## src/rtl/minibus_pkg.sv

```systemverilog
// rtl/minibus_pkg.sv - minibus widths, width encodings, master state and command/bus types
package minibus_pkg;

  localparam int ADDR_WIDTH = 32;
  localparam int DATA_WIDTH = 32;

  localparam logic [1:0] MB_WIDTH_BYTE = 2'b00;
  localparam logic [1:0] MB_WIDTH_HALF = 2'b01;
  localparam logic [1:0] MB_WIDTH_WORD = 2'b10;

  typedef enum logic [1:0] {
    IDLE = 2'd0,
    REQ  = 2'd1,
    RESP = 2'd2
  } minibus_master_state_t;

  typedef struct packed {
    logic                  wen;
    logic [ADDR_WIDTH-1:0] addr;
    logic [DATA_WIDTH-1:0] wdata;
    logic [1:0]            width;
    logic                  is_signed;
  } minibus_cmd_t;

  typedef struct packed {
    logic [ADDR_WIDTH-1:0] addr;
    logic [DATA_WIDTH-1:0] wdata;
    logic                  wen;
    logic                  ren;
    logic [1:0]            width;
  } minibus_req_t;

  typedef struct packed {
    logic                  ack;
    logic                  err;
    logic [DATA_WIDTH-1:0] rdata;
  } minibus_res_t;

  // Half accesses need 2-byte alignment, word accesses 4-byte; width 11 never legal.
  function automatic logic cmd_legal(input logic [1:0] width, input logic [1:0] addr_lo);
    case (width)
      MB_WIDTH_BYTE: cmd_legal = 1'b1;
      MB_WIDTH_HALF: cmd_legal = (addr_lo[0] == 1'b0);
      MB_WIDTH_WORD: cmd_legal = (addr_lo == 2'b00);
      default:       cmd_legal = 1'b0;
    endcase
  endfunction

endpackage

```

## src/rtl/minibus_master_if.sv

```systemverilog
// rtl/minibus_master_if.sv - minibus request/response bundle with master and slave views
interface minibus_master_if;
  import minibus_pkg::*;

  minibus_req_t req;
  minibus_res_t res;

  modport master (output req, input res);
  modport slave  (input req, output res);

endinterface

```

## src/rtl/minibus_load_ext.sv

```systemverilog
// rtl/minibus_load_ext.sv - sign/zero extension of right-aligned load data by access width
module minibus_load_ext
  import minibus_pkg::*;
(
  input  logic [DATA_WIDTH-1:0] rdata,
  input  logic [1:0]            width,
  input  logic                  is_signed,
  output logic [DATA_WIDTH-1:0] data
);

  always_comb begin
    data = rdata;
    case (width)
      MB_WIDTH_BYTE: data = {{(DATA_WIDTH-8){is_signed & rdata[7]}}, rdata[7:0]};
      MB_WIDTH_HALF: data = {{(DATA_WIDTH-16){is_signed & rdata[15]}}, rdata[15:0]};
      default:       data = rdata;
    endcase
  end

endmodule

```

## src/rtl/minibus_master_ctrl.sv

```systemverilog
// rtl/minibus_master_ctrl.sv - single-outstanding minibus initiator; MINIBUS_MASTER_TIMEOUT_EN adds a REQ timeout
module minibus_master_ctrl
  import minibus_pkg::*;
#(
  parameter int TIMEOUT_CYCLES = 16
) (
  input  logic                    clk,
  input  logic                    nrst,
  minibus_master_if.master        _masterif,
  input  logic                    cmd_valid,
  output logic                    cmd_ready,
  input  logic                    cmd_wen,
  input  logic [ADDR_WIDTH-1:0]   cmd_addr,
  input  logic [DATA_WIDTH-1:0]   cmd_wdata,
  input  logic [1:0]              cmd_width,
  input  logic                    cmd_signed,
  output logic                    rsp_valid,
  input  logic                    rsp_ready,
  output logic [DATA_WIDTH-1:0]   rsp_rdata,
  output logic                    rsp_err
);

  minibus_master_state_t state, state_nxt;
  minibus_cmd_t          cmd_q;
  minibus_req_t          req_d;
  logic                  rsp_err_q;
  logic [DATA_WIDTH-1:0] rsp_rdata_q;
  logic [DATA_WIDTH-1:0] load_data;
  logic                  cmd_ok;
  logic                  bus_done;
  logic                  timeout_hit;

  assign cmd_ok   = cmd_legal(cmd_width, cmd_addr[1:0]);
  assign bus_done = _masterif.res.ack | _masterif.res.err;

`ifdef MINIBUS_MASTER_TIMEOUT_EN
  localparam int TW = ($clog2(TIMEOUT_CYCLES + 1) > 8) ? $clog2(TIMEOUT_CYCLES + 1) : 8;
  logic [TW-1:0] tmo_cnt;

  // Held at zero outside REQ, so every REQ entry starts counting from zero.
  always_ff @(posedge clk or negedge nrst) begin
    if (!nrst)              tmo_cnt <= '0;
    else if (state != REQ)  tmo_cnt <= '0;
    else                    tmo_cnt <= tmo_cnt + 1'b1;
  end

  assign timeout_hit = (state == REQ) && !bus_done && (tmo_cnt == TW'(TIMEOUT_CYCLES - 1));
`else
  assign timeout_hit = 1'b0;
`endif

  always_ff @(posedge clk or negedge nrst) begin
    if (!nrst) state <= IDLE;
    else       state <= state_nxt;
  end

  always_comb begin
    state_nxt = state;
    case (state)
      IDLE:    if (cmd_valid) state_nxt = cmd_ok ? REQ : RESP;
      REQ:     if (bus_done || timeout_hit) state_nxt = RESP;
      RESP:    if (rsp_ready) state_nxt = IDLE;
      default: state_nxt = IDLE;
    endcase
  end

  always_ff @(posedge clk or negedge nrst) begin
    if (!nrst) begin
      cmd_q       <= '0;
      rsp_err_q   <= 1'b0;
      rsp_rdata_q <= '0;
    end else begin
      case (state)
        IDLE: begin
          if (cmd_valid) begin
            cmd_q.wen       <= cmd_wen;
            cmd_q.addr      <= cmd_addr;
            cmd_q.wdata     <= cmd_wdata;
            cmd_q.width     <= cmd_width;
            cmd_q.is_signed <= cmd_signed;
            rsp_err_q       <= ~cmd_ok;
            rsp_rdata_q     <= '0;
          end
        end
        REQ: begin
          // err takes priority over a simultaneous ack
          if (_masterif.res.err || timeout_hit) begin
            rsp_err_q   <= 1'b1;
            rsp_rdata_q <= '0;
          end else if (_masterif.res.ack) begin
            rsp_err_q   <= 1'b0;
            rsp_rdata_q <= cmd_q.wen ? '0 : load_data;
          end
        end
        RESP: begin
          if (rsp_ready) begin
            rsp_err_q   <= 1'b0;
            rsp_rdata_q <= '0;
          end
        end
        default: ;
      endcase
    end
  end

  minibus_load_ext u_load_ext (
    .rdata     (_masterif.res.rdata),
    .width     (cmd_q.width),
    .is_signed (cmd_q.is_signed),
    .data      (load_data)
  );

  // Strobes drop outside REQ so a slave never sees a held request and re-acks.
  always_comb begin
    req_d       = '0;
    req_d.addr  = cmd_q.addr;
    req_d.wdata = cmd_q.wdata;
    req_d.width = cmd_q.width;
    req_d.wen   = (state == REQ) &  cmd_q.wen;
    req_d.ren   = (state == REQ) & ~cmd_q.wen;
  end

  assign _masterif.req = req_d;
  assign cmd_ready     = (state == IDLE);
  assign rsp_valid     = (state == RESP);
  assign rsp_err       = rsp_err_q;
  assign rsp_rdata     = rsp_rdata_q;

endmodule

```

## src/flat_wrapper.sv

```systemverilog
// flat-port wrapper written by rule: the top's interface ports become plain ports
module minibus_master_ctrl_flat import minibus_pkg::*;
#(
  parameter int TIMEOUT_CYCLES = 16
)
  (clk, nrst, cmd_valid, cmd_ready, cmd_wen, cmd_addr, cmd_wdata, cmd_width, cmd_signed, rsp_valid, rsp_ready, rsp_rdata, rsp_err, _masterif_req, _masterif_res);
  minibus_master_if _masterif_i ();
  input  logic clk;
  input  logic nrst;
  input  logic cmd_valid;
  output logic cmd_ready;
  input  logic cmd_wen;
  input  logic [ADDR_WIDTH-1:0] cmd_addr;
  input  logic [DATA_WIDTH-1:0] cmd_wdata;
  input  logic [1:0] cmd_width;
  input  logic cmd_signed;
  output logic rsp_valid;
  input  logic rsp_ready;
  output logic [DATA_WIDTH-1:0] rsp_rdata;
  output logic rsp_err;
  output wire logic [$bits(_masterif_i.req)-1:0] _masterif_req;
  input wire logic [$bits(_masterif_i.res)-1:0] _masterif_res;
  assign _masterif_req = _masterif_i.req;
  assign _masterif_i.res = _masterif_res;
  minibus_master_ctrl #(.TIMEOUT_CYCLES(TIMEOUT_CYCLES)) u_core (.clk(clk), .nrst(nrst), ._masterif(_masterif_i), .cmd_valid(cmd_valid), .cmd_ready(cmd_ready), .cmd_wen(cmd_wen), .cmd_addr(cmd_addr), .cmd_wdata(cmd_wdata), .cmd_width(cmd_width), .cmd_signed(cmd_signed), .rsp_valid(rsp_valid), .rsp_ready(rsp_ready), .rsp_rdata(rsp_rdata), .rsp_err(rsp_err));
endmodule
```

## config.mk

```make
export PLATFORM = sky130hd
export DESIGN_NAME = minibus_master_ctrl_flat
export DESIGN_NICKNAME = d
export VERILOG_FILES = /design/src/rtl/minibus_pkg.sv /design/src/rtl/minibus_master_if.sv /design/src/rtl/minibus_load_ext.sv /design/src/rtl/minibus_master_ctrl.sv /design/src/flat_wrapper.sv
export SDC_FILE = /design/constraint.sdc
export NUM_CORES = 1
export LEC_CHECK = 0
export CORE_AREA = 2 2 121 123
export CTS_CLUSTER_DIAMETER = 100
export DETAILED_ROUTE_END_ITERATION = 6
export DIE_AREA = 0 0 123 125
export PLACE_DENSITY = 0.81
export SYNTH_ARGS = -nofsm -noshare
export SYNTH_HDL_FRONTEND = slang
export SYNTH_HIERARCHICAL = 1
export SYNTH_SLANG_ARGS = --single-unit
```

## constraint.sdc

```tcl
create_clock -name clk -period 2.2 [get_ports clk]
set_clock_uncertainty 0.2 [all_clocks]
set_input_delay 0.44 -clock clk [delete_from_list [all_inputs] [get_ports clk]]
set_output_delay 0.44 -clock clk [all_outputs]
set_load 0.03 [all_outputs]
```

==> impl.org <==
** Run status
- The run finished with clean final reports.

** Placement
- Placed wire-length estimate :: 8.85 mm
- Final weighted congestion in routability-driven placement :: ~0.8
- Including well taps, the total number of placed cells is 752.
- Prior to clock tree synthesis, the placed netlist has a worst setup slack of -0.0237 ns.
- Post-placement cell area :: slightly below 7000 sq um
- Port Buffer Count :: 208

** Global routing
- In the global route stage, met3 resource usage came out at 3.70%.
- The global routing stage identified its most utilized layer as met2.
- The first global-routing pass estimated 18.9 mm of wire.
- Number of antenna violations at the first check in global routing :: 0
- Summed over all layers, the global routing overflow is 0.
- Global routing used 15.7% of the available tracks across all layers.
- For met1 alone, demand over resource in global routing was between 10% and 20%.
- Via count of the first global-routing pass :: about 3700
- Global routing usage on met2 :: 26.9%
- Entering global routing, the biggest net connects 104 pins.

** Worst hold path
- Class of the most critical hold timing path :: reg -> reg

** Synth
- The number of nets in the synthesized netlist is 550.
- In this run the cell area of the synthesized design comes to around 5000 sq um.
- #FFs+latches synth :: 103
- Synth Instances :: 440
- Count of synthesis-stage warnings from yosys :: 6
- Fraction of the yosys area taken by sequential cells :: 50.6%
- Counting distinct cell types in the post-synthesis netlist gives 31.
- Averaged over all synthesized cells, the footprint is roughly 12 sq um.

** Power and ir drop
- VDD IR-drop max :: between 0.6 and 0.7 mV
- Leakage power :: 3.09 nW
- The share of total power dissipated in the clock network is 15.8%.
- Switching power total :: 0.00408 W
- Of the total power, combinational logic draws 54.7%.
- The share of total power dissipated in sequential elements is 29.5%.
- Design internal power :: 0.00628 W
- Net switching is 39.4% of the power.
- Power Dens Cells :: roughly 1400 nW/um^2

** Routing
- After detailed routing, the average wire length per cell comes to 15.6 um.
- Before antenna repair, the detailed router went through 4 iterations.
- Vias per cell :: 4.57
- Remaining design rule violation count :: 0
- Routed Antenna Nets :: 0
- The final route contains 3519 vias.
- Detailed Route WL :: 12.0 mm
- The detailed router finished its first iteration with 171 violations.

** Timing
- In this run the tightest slew margin relative to its limit is 62.2%.
- Count of final max-slew check failures :: 0
- Worst slew pin tran :: 0.555 ns
- Setup violations remaining at the end of the flow were counted as 0.
- The total count of hold-check failures in the final report came to 0.
- RSZ-0062 raised after global routing :: false
- Max Clk Rate :: 469 MHz
- Time the worst path needs with I/O delays and setup :: 2.13 ns
- Hold timing on the final database bottoms out at a slack of approximately 0.30 ns.
- In the post-route analysis, the smallest setup slack over all paths is 0.0677 ns.
- The final critical path takes up 96.9% of the cycle.

** Clocking
- Clock-pin slew on the worst setup and hold paths :: 0.07 ns
- The H-tree generated during clock tree synthesis spans 3 levels.
- The number of clock buffers added by TritonCTS is 9.
- TritonCTS clock tree :: done
- CTS Buffer Depth :: 2
- Clk Latency, worst-skew pair :: 0.34 ns
- Counting every sink on the clock net gives slightly above 100.
- The tree is rooted in a sky130_fd_sc_hd__clkbuf_16.

** Die
- Overall die area :: 15400 sq um
- For this design the top-level I/O count stands at 209.
- Die Span Y :: 125 um
- Effective utilization at floorplan :: 35.9%
- Number of rows in the core area :: 44
- The core region is 14200 sq um.
- Overall die width :: 123 um

** Layout
- In the final design database the tool counted between 600 and 700 nets.
- The number of antenna diodes in the final layout is 0.
- In the layout the commonest cells are sky130_fd_sc_hd__clkdlybuf4s50_1, sky130_fd_sc_hd__dfrtp_1, sky130_fd_sc_hd__mux2_2.
- Final Cell Area :: 7270 sq um
- Synthesis-to-layout area growth :: 42.8%
- Excluding fillers, the count of instances in the completed layout stands at 770.
- Ratio of cells with drive above 1 in the final layout :: 20.0%
- Leaving out fill and tap cells, the most frequent cell in the layout is sky130_fd_sc_hd__clkdlybuf4s50_1.

** Critical path
- In this run the worst path has a maximum fanout of 3.
- CP required :: around 1.6 ns
- Arrival time of data at the critical path endpoint :: about 1.5 ns
- The worst setup path is launched from a flip-flop.
- The worst setup path is captured at a primary output.
- Critical path class :: reg -> out

** Flow run
- The tool flagged a number of max-cap violations equal to 0.
[power groups by stage]
stage	clock (W)	combinational, W	sequential (W)
4_1_cts	0.00169	0.00561	0.00307
2_1_floorplan	0	0.00432	0.00304
3_3_place_gp	0	0.00550	0.00304
5_1_grt	0.00178	0.00596	0.00316
6_report	0.00164	0.00566	0.00306
3_5_place_dp	0	0.00560	0.00309
[final timing paths]
kind                                       from                       end  slack, ns  cells after the start
worst max-delay path            u_core/state[0]                 rsp_valid       0.07                      3
worst max register to register  u_core/state[1]       u_core/rsp_rdata[2]       0.13                      8
max in group asynchronous                  nrst  u_core/_masterif.req[56]       0.85                      3
min in group asynchronous                  nrst  u_core/_masterif.req[25]       0.54                      3
worst min-delay path             u_core/rsp_err            u_core/rsp_err       0.30                      1
worst min register to register   u_core/rsp_err            u_core/rsp_err       0.30                      1
[cell type report]
type | count | area [sq um]
repair buffers | 224 | 2310
fillers | 1238 | 6930
clock buffers | 10 | 239
well taps | 184 | 230
multi-input cells | 209 | 1720
flip-flops and latches | 103 | 2580
clock inverters | 6 | 67.6
inverters | 34 | 128
[cells in the mapped netlist]
cell | n | area [sq um]
sky130_fd_sc_hd__nand4bb_1 | 1 | 11.3
sky130_fd_sc_hd__nor4_4 | 1 | 21.3
sky130_fd_sc_hd__nor3_1 | 3 | 15.0
sky130_fd_sc_hd__and2_1 | 1 | 6.26
sky130_fd_sc_hd__mux2_2 | 68 | 766
sky130_fd_sc_hd__o21ai_2 | 4 | 35.0
sky130_fd_sc_hd__ha_1 | 4 | 50.1
sky130_fd_sc_hd__nand3_1 | 1 | 5.00
sky130_fd_sc_hd__o21ai_1 | 6 | 30.0
sky130_fd_sc_hd__nor2b_4 | 1 | 13.8
sky130_fd_sc_hd__mux2_1 | 1 | 11.3
sky130_fd_sc_hd__nor2b_1 | 2 | 12.5
sky130_fd_sc_hd__or3b_2 | 1 | 8.76
sky130_fd_sc_hd__a2bb2oi_1 | 1 | 8.76
sky130_fd_sc_hd__buf_2 | 10 | 50.1
sky130_fd_sc_hd__buf_4 | 74 | 556
sky130_fd_sc_hd__a21oi_1 | 1 | 5.00
sky130_fd_sc_hd__o21ai_0 | 16 | 80.1
sky130_fd_sc_hd__nor3b_2 | 1 | 12.5
sky130_fd_sc_hd__nor2_1 | 1 | 3.75
sky130_fd_sc_hd__nor3b_1 | 1 | 7.51
sky130_fd_sc_hd__inv_1 | 34 | 128
sky130_fd_sc_hd__a22oi_1 | 1 | 7.51
sky130_fd_sc_hd__mux2i_4 | 1 | 22.5
sky130_fd_sc_hd__clkbuf_1 | 4 | 15.0
sky130_fd_sc_hd__mux2i_1 | 33 | 330
sky130_fd_sc_hd__nand2_1 | 57 | 214
sky130_fd_sc_hd__o21bai_1 | 1 | 7.51
sky130_fd_sc_hd__dfrtp_1 | 103 | 2580
sky130_fd_sc_hd__buf_6 | 6 | 67.6
sky130_fd_sc_hd__nand2b_4 | 1 | 13.8
[metrics by stage]
step	setup TNS [ns]	power [W]	utilization (%)
4_1_cts	0	0.0104	51.0
6_report	0	0.0104	51.2
3_3_place_gp	0	0.00855	48.7
3_5_place_dp	-0.0253	0.00869	48.7
2_1_floorplan	0	0.00736	-
5_1_grt	0	0.0109	51.2
[per-layer routing]
metal | routed length (um) | up-vias
met5 | 0 | -
met4 | 298 | 0
met3 | 770 | 22
met2 | 6230 | 121
met1 | 4750 | 1735
li1 | - | 1641
[state kept, by name, indices dropped and copies added, names as in the netlist]
| name | flops |
|---|---|
| u_core/_masterif.req | 66 |
| u_core/rsp_err | 1 |
| u_core/rsp_rdata | 32 |
| u_core/state | 2 |
| u_core/cmd_q | 2 |
[cells by family after synthesis]
logic type                 synth area share, %
buffers and inverters                     16.0
muxes                                     22.2
DFF                                       50.6
and+or+nand+nor                           6.78
AOI/OAI and AO/OA                         3.42
adders and majority gates                0.983
[critical path: stages (launching register included)]
cell,delay [ns]
sky130_fd_sc_hd__dfrtp_1,0.40
sky130_fd_sc_hd__inv_1,0.12
sky130_fd_sc_hd__ha_1,0.19
sky130_fd_sc_hd__dlygate4sd2_1,0.44
[repair_timing]
| action | in CTS | in global routing |
|---|---|---|
| setup buffers | 0 | 0 |
| setup endpoints to repair | 3 | 4 |
| hold buffers | 1 | 0 |
| hold endpoints to repair | 72 | 0 |
| resized for setup | 3 | 3 |
| cloned | 0 | 1 |
Power figures use the tool's default switching activity.
